### src/rtl/dn_pkg.sv
// Shared types and limits for the download stream transmitter.
package dn_pkg;

    typedef enum logic [2:0] {
        ST_IDLE   = 3'd0,
        ST_FETCH  = 3'd1,
        ST_WRITE  = 3'd2,
        ST_GAP    = 3'd3,
        ST_FINISH = 3'd4
    } state_e;

    localparam int GAP_MAX = 15;
    localparam int GAP_W   = 4;

    // Out-of-range GAP values saturate so the gap counter width always suffices.
    function automatic logic [GAP_W-1:0] gap_clamp(input int g);
        logic [GAP_W-1:0] r;
        if (g > GAP_MAX) begin
            r = GAP_W'(GAP_MAX);
        end else if (g < 0) begin
            r = {GAP_W{1'b0}};
        end else begin
            r = GAP_W'(g);
        end
        return r;
    endfunction

endpackage

### src/rtl/dn_stream_tx.sv
// Streams source bytes into a download port as spaced write strobes, with
// one FSM plus byte-count and gap counters.
module dn_stream_tx
    import dn_pkg::*;
#(
    parameter int ADDR_W = 17,
    parameter int GAP    = 3
) (
    input  logic              clk_sys,
    input  logic              reset_n,
    input  logic              start,
    input  logic [ADDR_W:0]   length,
    input  logic              abort,
    input  logic [7:0]        s_data,
    input  logic              s_valid,
    output logic              s_ready,
    output logic [ADDR_W-1:0] dn_addr,
    output logic [7:0]        dn_data,
    output logic              dn_wr,
    output logic              dn_active,
    output logic              done,
    output logic              aborted
);

    localparam logic [GAP_W-1:0] GAP_CYC  = gap_clamp(GAP);
    localparam logic [GAP_W-1:0] GAP_ZERO = {GAP_W{1'b0}};
    localparam logic [GAP_W-1:0] GAP_ONE  = {{(GAP_W-1){1'b0}}, 1'b1};
    localparam logic [ADDR_W:0]  CNT_ZERO = {(ADDR_W+1){1'b0}};
    localparam logic [ADDR_W:0]  CNT_ONE  = {{ADDR_W{1'b0}}, 1'b1};

    state_e            state_q, state_d;
    logic [ADDR_W:0]   count_q, count_d;
    logic [ADDR_W:0]   len_q, len_d;
    logic [GAP_W-1:0]  gap_q, gap_d;
    logic [ADDR_W-1:0] addr_q, addr_d;
    logic [7:0]        data_q, data_d;
    logic              wr_q, wr_d;
    logic              active_q, active_d;
    logic              done_q, done_d;
    logic              aborted_q, aborted_d;

    // Next-state, counter and output-register decode.
    always_comb begin
        state_d   = state_q;
        count_d   = count_q;
        len_d     = len_q;
        gap_d     = gap_q;
        addr_d    = addr_q;
        data_d    = data_q;
        aborted_d = 1'b0;

        if (abort && (state_q != ST_IDLE)) begin
            state_d   = ST_IDLE;
            aborted_d = 1'b1;
        end else begin
            case (state_q)
                ST_IDLE: begin
                    if (start) begin
                        if (length == CNT_ZERO) begin
                            state_d = ST_FINISH;
                        end else begin
                            len_d   = length;
                            count_d = CNT_ZERO;
                            state_d = ST_FETCH;
                        end
                    end else begin
                        state_d = ST_IDLE;
                    end
                end
                ST_FETCH: begin
                    if (s_valid) begin
                        data_d  = s_data;
                        addr_d  = count_q[ADDR_W-1:0];
                        state_d = ST_WRITE;
                    end else begin
                        state_d = ST_FETCH;
                    end
                end
                ST_WRITE: begin
                    // count never exceeds len_q, so the extra top bit absorbs 2^ADDR_W.
                    count_d = count_q + CNT_ONE;
                    if (GAP_CYC != GAP_ZERO) begin
                        gap_d   = GAP_CYC - GAP_ONE;
                        state_d = ST_GAP;
                    end else if (count_d == len_q) begin
                        state_d = ST_FINISH;
                    end else begin
                        state_d = ST_FETCH;
                    end
                end
                ST_GAP: begin
                    if (gap_q != GAP_ZERO) begin
                        gap_d = gap_q - GAP_ONE;
                    end else if (count_q == len_q) begin
                        state_d = ST_FINISH;
                    end else begin
                        state_d = ST_FETCH;
                    end
                end
                ST_FINISH: begin
                    state_d = ST_IDLE;
                end
                default: begin
                    state_d = ST_IDLE;
                end
            endcase
        end

        wr_d     = (state_d == ST_WRITE);
        active_d = (state_d == ST_FETCH) || (state_d == ST_WRITE) || (state_d == ST_GAP);
        done_d   = (state_d == ST_FINISH);
    end

    // State, counters and registered outputs.
    always_ff @(posedge clk_sys or negedge reset_n) begin
        if (!reset_n) begin
            state_q   <= ST_IDLE;
            count_q   <= CNT_ZERO;
            len_q     <= CNT_ZERO;
            gap_q     <= GAP_ZERO;
            addr_q    <= {ADDR_W{1'b0}};
            data_q    <= 8'h00;
            wr_q      <= 1'b0;
            active_q  <= 1'b0;
            done_q    <= 1'b0;
            aborted_q <= 1'b0;
        end else begin
            state_q   <= state_d;
            count_q   <= count_d;
            len_q     <= len_d;
            gap_q     <= gap_d;
            addr_q    <= addr_d;
            data_q    <= data_d;
            wr_q      <= wr_d;
            active_q  <= active_d;
            done_q    <= done_d;
            aborted_q <= aborted_d;
        end
    end

    assign s_ready   = (state_q == ST_FETCH);
    assign dn_addr   = addr_q;
    assign dn_data   = data_q;
    assign dn_wr     = wr_q;
    assign dn_active = active_q;
    assign done      = done_q;
    assign aborted   = aborted_q;

endmodule
### config.mk
export PLATFORM = sky130hd
export DESIGN_NAME = dn_stream_tx
export DESIGN_NICKNAME = d
export VERILOG_FILES = /design/src/rtl/dn_pkg.sv /design/src/rtl/dn_stream_tx.sv
export SDC_FILE = /design/constraint.sdc
export NUM_CORES = 1
export LEC_CHECK = 0
export CORE_ASPECT_RATIO = 1.4
export CORE_MARGIN = 2
export CORE_UTILIZATION = 54
export CTS_BUF_LIST = sky130_fd_sc_hd__clkbuf_8
export DETAILED_ROUTE_END_ITERATION = 6
export GPL_ROUTABILITY_DRIVEN = 0
export GPL_TIMING_DRIVEN = 0
export PLACE_DENSITY = 0.78
export SLEW_MARGIN = 20
export SYNTH_ARGS = -nofsm -noshare
export SYNTH_HDL_FRONTEND = slang
export SYNTH_SLANG_ARGS = --single-unit
export TNS_END_PERCENT = 20
### constraint.sdc
create_clock -name clk_sys -period 3 [get_ports clk_sys]
set_clock_uncertainty 0.15 [all_clocks]
set_input_delay 0.6 -clock clk_sys [delete_from_list [all_inputs] [get_ports clk_sys]]
set_output_delay 0.6 -clock clk_sys [all_outputs]
set_load 0.01 [all_outputs]
==> results_dict.tcl <==
set metrics [dict create \
    status "finished clean" \
    ctsHoldBuffers 0 \
    start_kind "input port" \
    synthMuxAreaShare_pct 9.15 \
    fmax_mhz 360 \
    initial_core_util_pct 55.2 \
    register_area_mm2 0.00180 \
    grt.overflow.total 0 \
    crit_path_end_kind "flip-flop" \
    htreeDepth 3 \
    first_pass_iters 4 \
    area_delta_synth_final_pct 27.9 \
    hold_viol_final 0 \
    coreArea_mm2 0.00617 \
    synth_edf_count 0 \
    crit_path_max_fanout 10 \
    track_usage_pct 23.0 \
    multi_input_area_mm2 0.00150 \
    drt_iter0_markers 146 \
    mostFrequentLayoutCells "dfrtp_1, nand2_1, clkdlybuf4s50_1, xnor2_1, nor2_1" \
    hpwlAfterDp_um 5450 \
    max_cap_viol_count 0 \
    cts_max_path_buffers 2 \
    ys_ff_latch 72 \
    cts_setup_buffers 0 \
    wl_per_cell_um 15.5 \
    finalCriticalPeriod_ns 2.78 \
    vias_per_cell 5.43 \
    core.rowCount 34 \
    synth_fp_nets 358 \
    n_antenna_cell 0 \
    die_h_um 97.9 \
    dpl_cell_area_mm2 0.00411 \
    syn_area_mm2 0.00340 \
    cts_tree "done" \
    grt_pass1_vias 2604 \
    period_share_pct 92.5 \
    async_flop_share_pct 100 \
    fin_nets 430 \
    yosysWarnings 0 \
    slew_headroom_pct 53.9 \
    critPathRequiredTime_ns 3.14 \
    cp.arrival_ns 2.91 \
    clock_latency_ns 0.35 \
    syn_inst 324 \
    rsz0062_at_grt "no" \
    wl_um 7330 \
    hold_class "in -> async" \
    avgSynthCellArea_um2 10.5 \
    grt_pass1_wl_um 12400 \
    power.leakage_uw 0.00194 \
    critPathLaunch "length[11]" \
    port_buffers 60 \
    cts_buffers 9 \
    synth_flop_cell "dfrtp_1" \
    cts_resized 0 \
    drc_errors 0 \
    layout_commonest_cell "dfrtp_1" \
    tightest_slew_ns 0.687 \
    criticalPathCategory "in -> reg" \
    r2r_start "count_q[2]" \
    finish.instance_area_mm2 0.00435 \
    yosysSeqAreaShare_pct 52.9 \
    detail-route-antenna-nets 0 \
    synth_compound_area_share_pct 6.84 \
    die_x_um 71.1 \
    ios 61 \
    cts.sinks 72 \
    grt_antenna_before_repair 0 \
    die-area_mm2 0.00696 \
    grt_max_degree 45 \
    cts.clk_slew.worst_paths_ns 0.08 \
    vias 2570 \
    vdd_drop_max_uv 498 \
    synth_simple_gate_area_share_pct 18.1 \
    synth_xor_area_share_pct 8.75 \
    final_util_pct 70.6 \
    power.density_mw_per_mm2 751 \
    synthDistinctLibCells 47 \
    clockRootBuffer "clkbuf_8" \
    drive_above_1_share_pct 11.7 \
    setup_violations 0 \
    n_fill_cell 470 \
    final-max-slew-violation-count 0 \
    yosys.area_share.adder_pct 1.10 \
    synth_top_family_by_area "simple AND/OR/NAND/NOR gates" \
]
-- kinds of logic after synthesis --
kind of cell | after synthesis
and+or+nand+nor | 134
muxes | 28
AOI/OAI and AO/OA | 29
adders and majority gates | 3
buffers and inverters | 24
DFF | 72
xor gates and xnor gates | 34
-- routing by layer --
layer  vias up  share of wire, %  routed length, µm  track usage (%)
li1       1246                 -                  -                -
met1      1217                41               3030             28.5
met2        85                49               3630             37.0
met3        22               5.0                363             5.68
met4         0               4.1                303             11.9
met5         -                 0                  0                0
-- cells in the mapped netlist (3+ instances only) --
cell type	count	area [µm²]
a2111oi_0	4	35.0
a211oi_1	3	22.5
a21oi_1	5	25.0
buf_2	5	25.0
clkbuf_1	6	22.5
dfrtp_1	72	1800
ha_1	3	37.5
inv_1	7	26.3
mux2_1	10	113
mux2_2	15	169
mux2i_1	3	30.0
nand2_1	68	255
nand2b_1	5	31.3
nand3_1	7	35.0
nand4_1	7	43.8
nor2_1	22	82.6
nor3_1	7	35.0
nor4_1	5	31.3
xnor2_1	29	254
xor2_1	5	43.8
-- worst max-delay path, stage by stage --
cell	delay [ns]
clkdlybuf4s50_1	0.43
nor4_1	0.32
nand3_1	0.22
o21bai_1	0.33
clkbuf_1	0.40
clkbuf_1	0.42
nand2_1	0.12
nand2_1	0.09
-- where the power goes --
part	internal (µW)	total [µW]	leakage, µW	switching, µW
sequential	1200	1370	0.000948	165
combinational	496	979	0.000868	483
clock	555	924	0.000124	369
-- state kept, by name (all words and copies together) (netlist names) --
register	count
dn_data	8
gap_q	4
state_q	3
aborted	1
count_q	18
dn_wr	1
dn_addr	17
done	1
len_q	18
dn_active	1
-- final cells by class --
cell class / count / share of cell area, %
buffer: 15 / 1.64
multi-input combinational: 228 / 34.4
clock inverter: 7 / 2.70
sequential: 72 / 41.4
clock buffer: 9 / 2.85
tap: 72 / 2.07
inverter: 9 / 0.776
timing repair buffer: 61 / 14.2
-- through the flow --
stage | instances | setup WS, ns | total power (µW) | TNS, ns | hold WS [ns]
finish | 473 | 0.224 | 3270 | 0 | 0.00865
global route | 473 | 0.00460 | 3460 | 0 | 0.0251
CTS | 473 | 0.232 | 3300 | 0 | 0.0155
global placement | 456 | -1.17 | 2330 | -86.55 | 0.323
floorplan | 324 | 0.671 | 1970 | 0 | 0.154
detailed placement | 457 | -0.136 | 2370 | -2.77 | 0.330
-- path summary, 6_finish.rpt --
kind | end | slack, ns | cells after the start
worst max-delay path | len_q[17] | 0.22 | 8
worst min register to register | dn_addr[16] | 0.34 | 1
max in group asynchronous | dn_addr[3] | 2.14 | 2
worst min-delay path | len_q[12] | 0.009 | 1
min in group clk_sys | dn_addr[16] | 0.34 | 1
worst max register to register | dn_data[1] | 0.44 | 8
(Power assumes the default switching activity.)
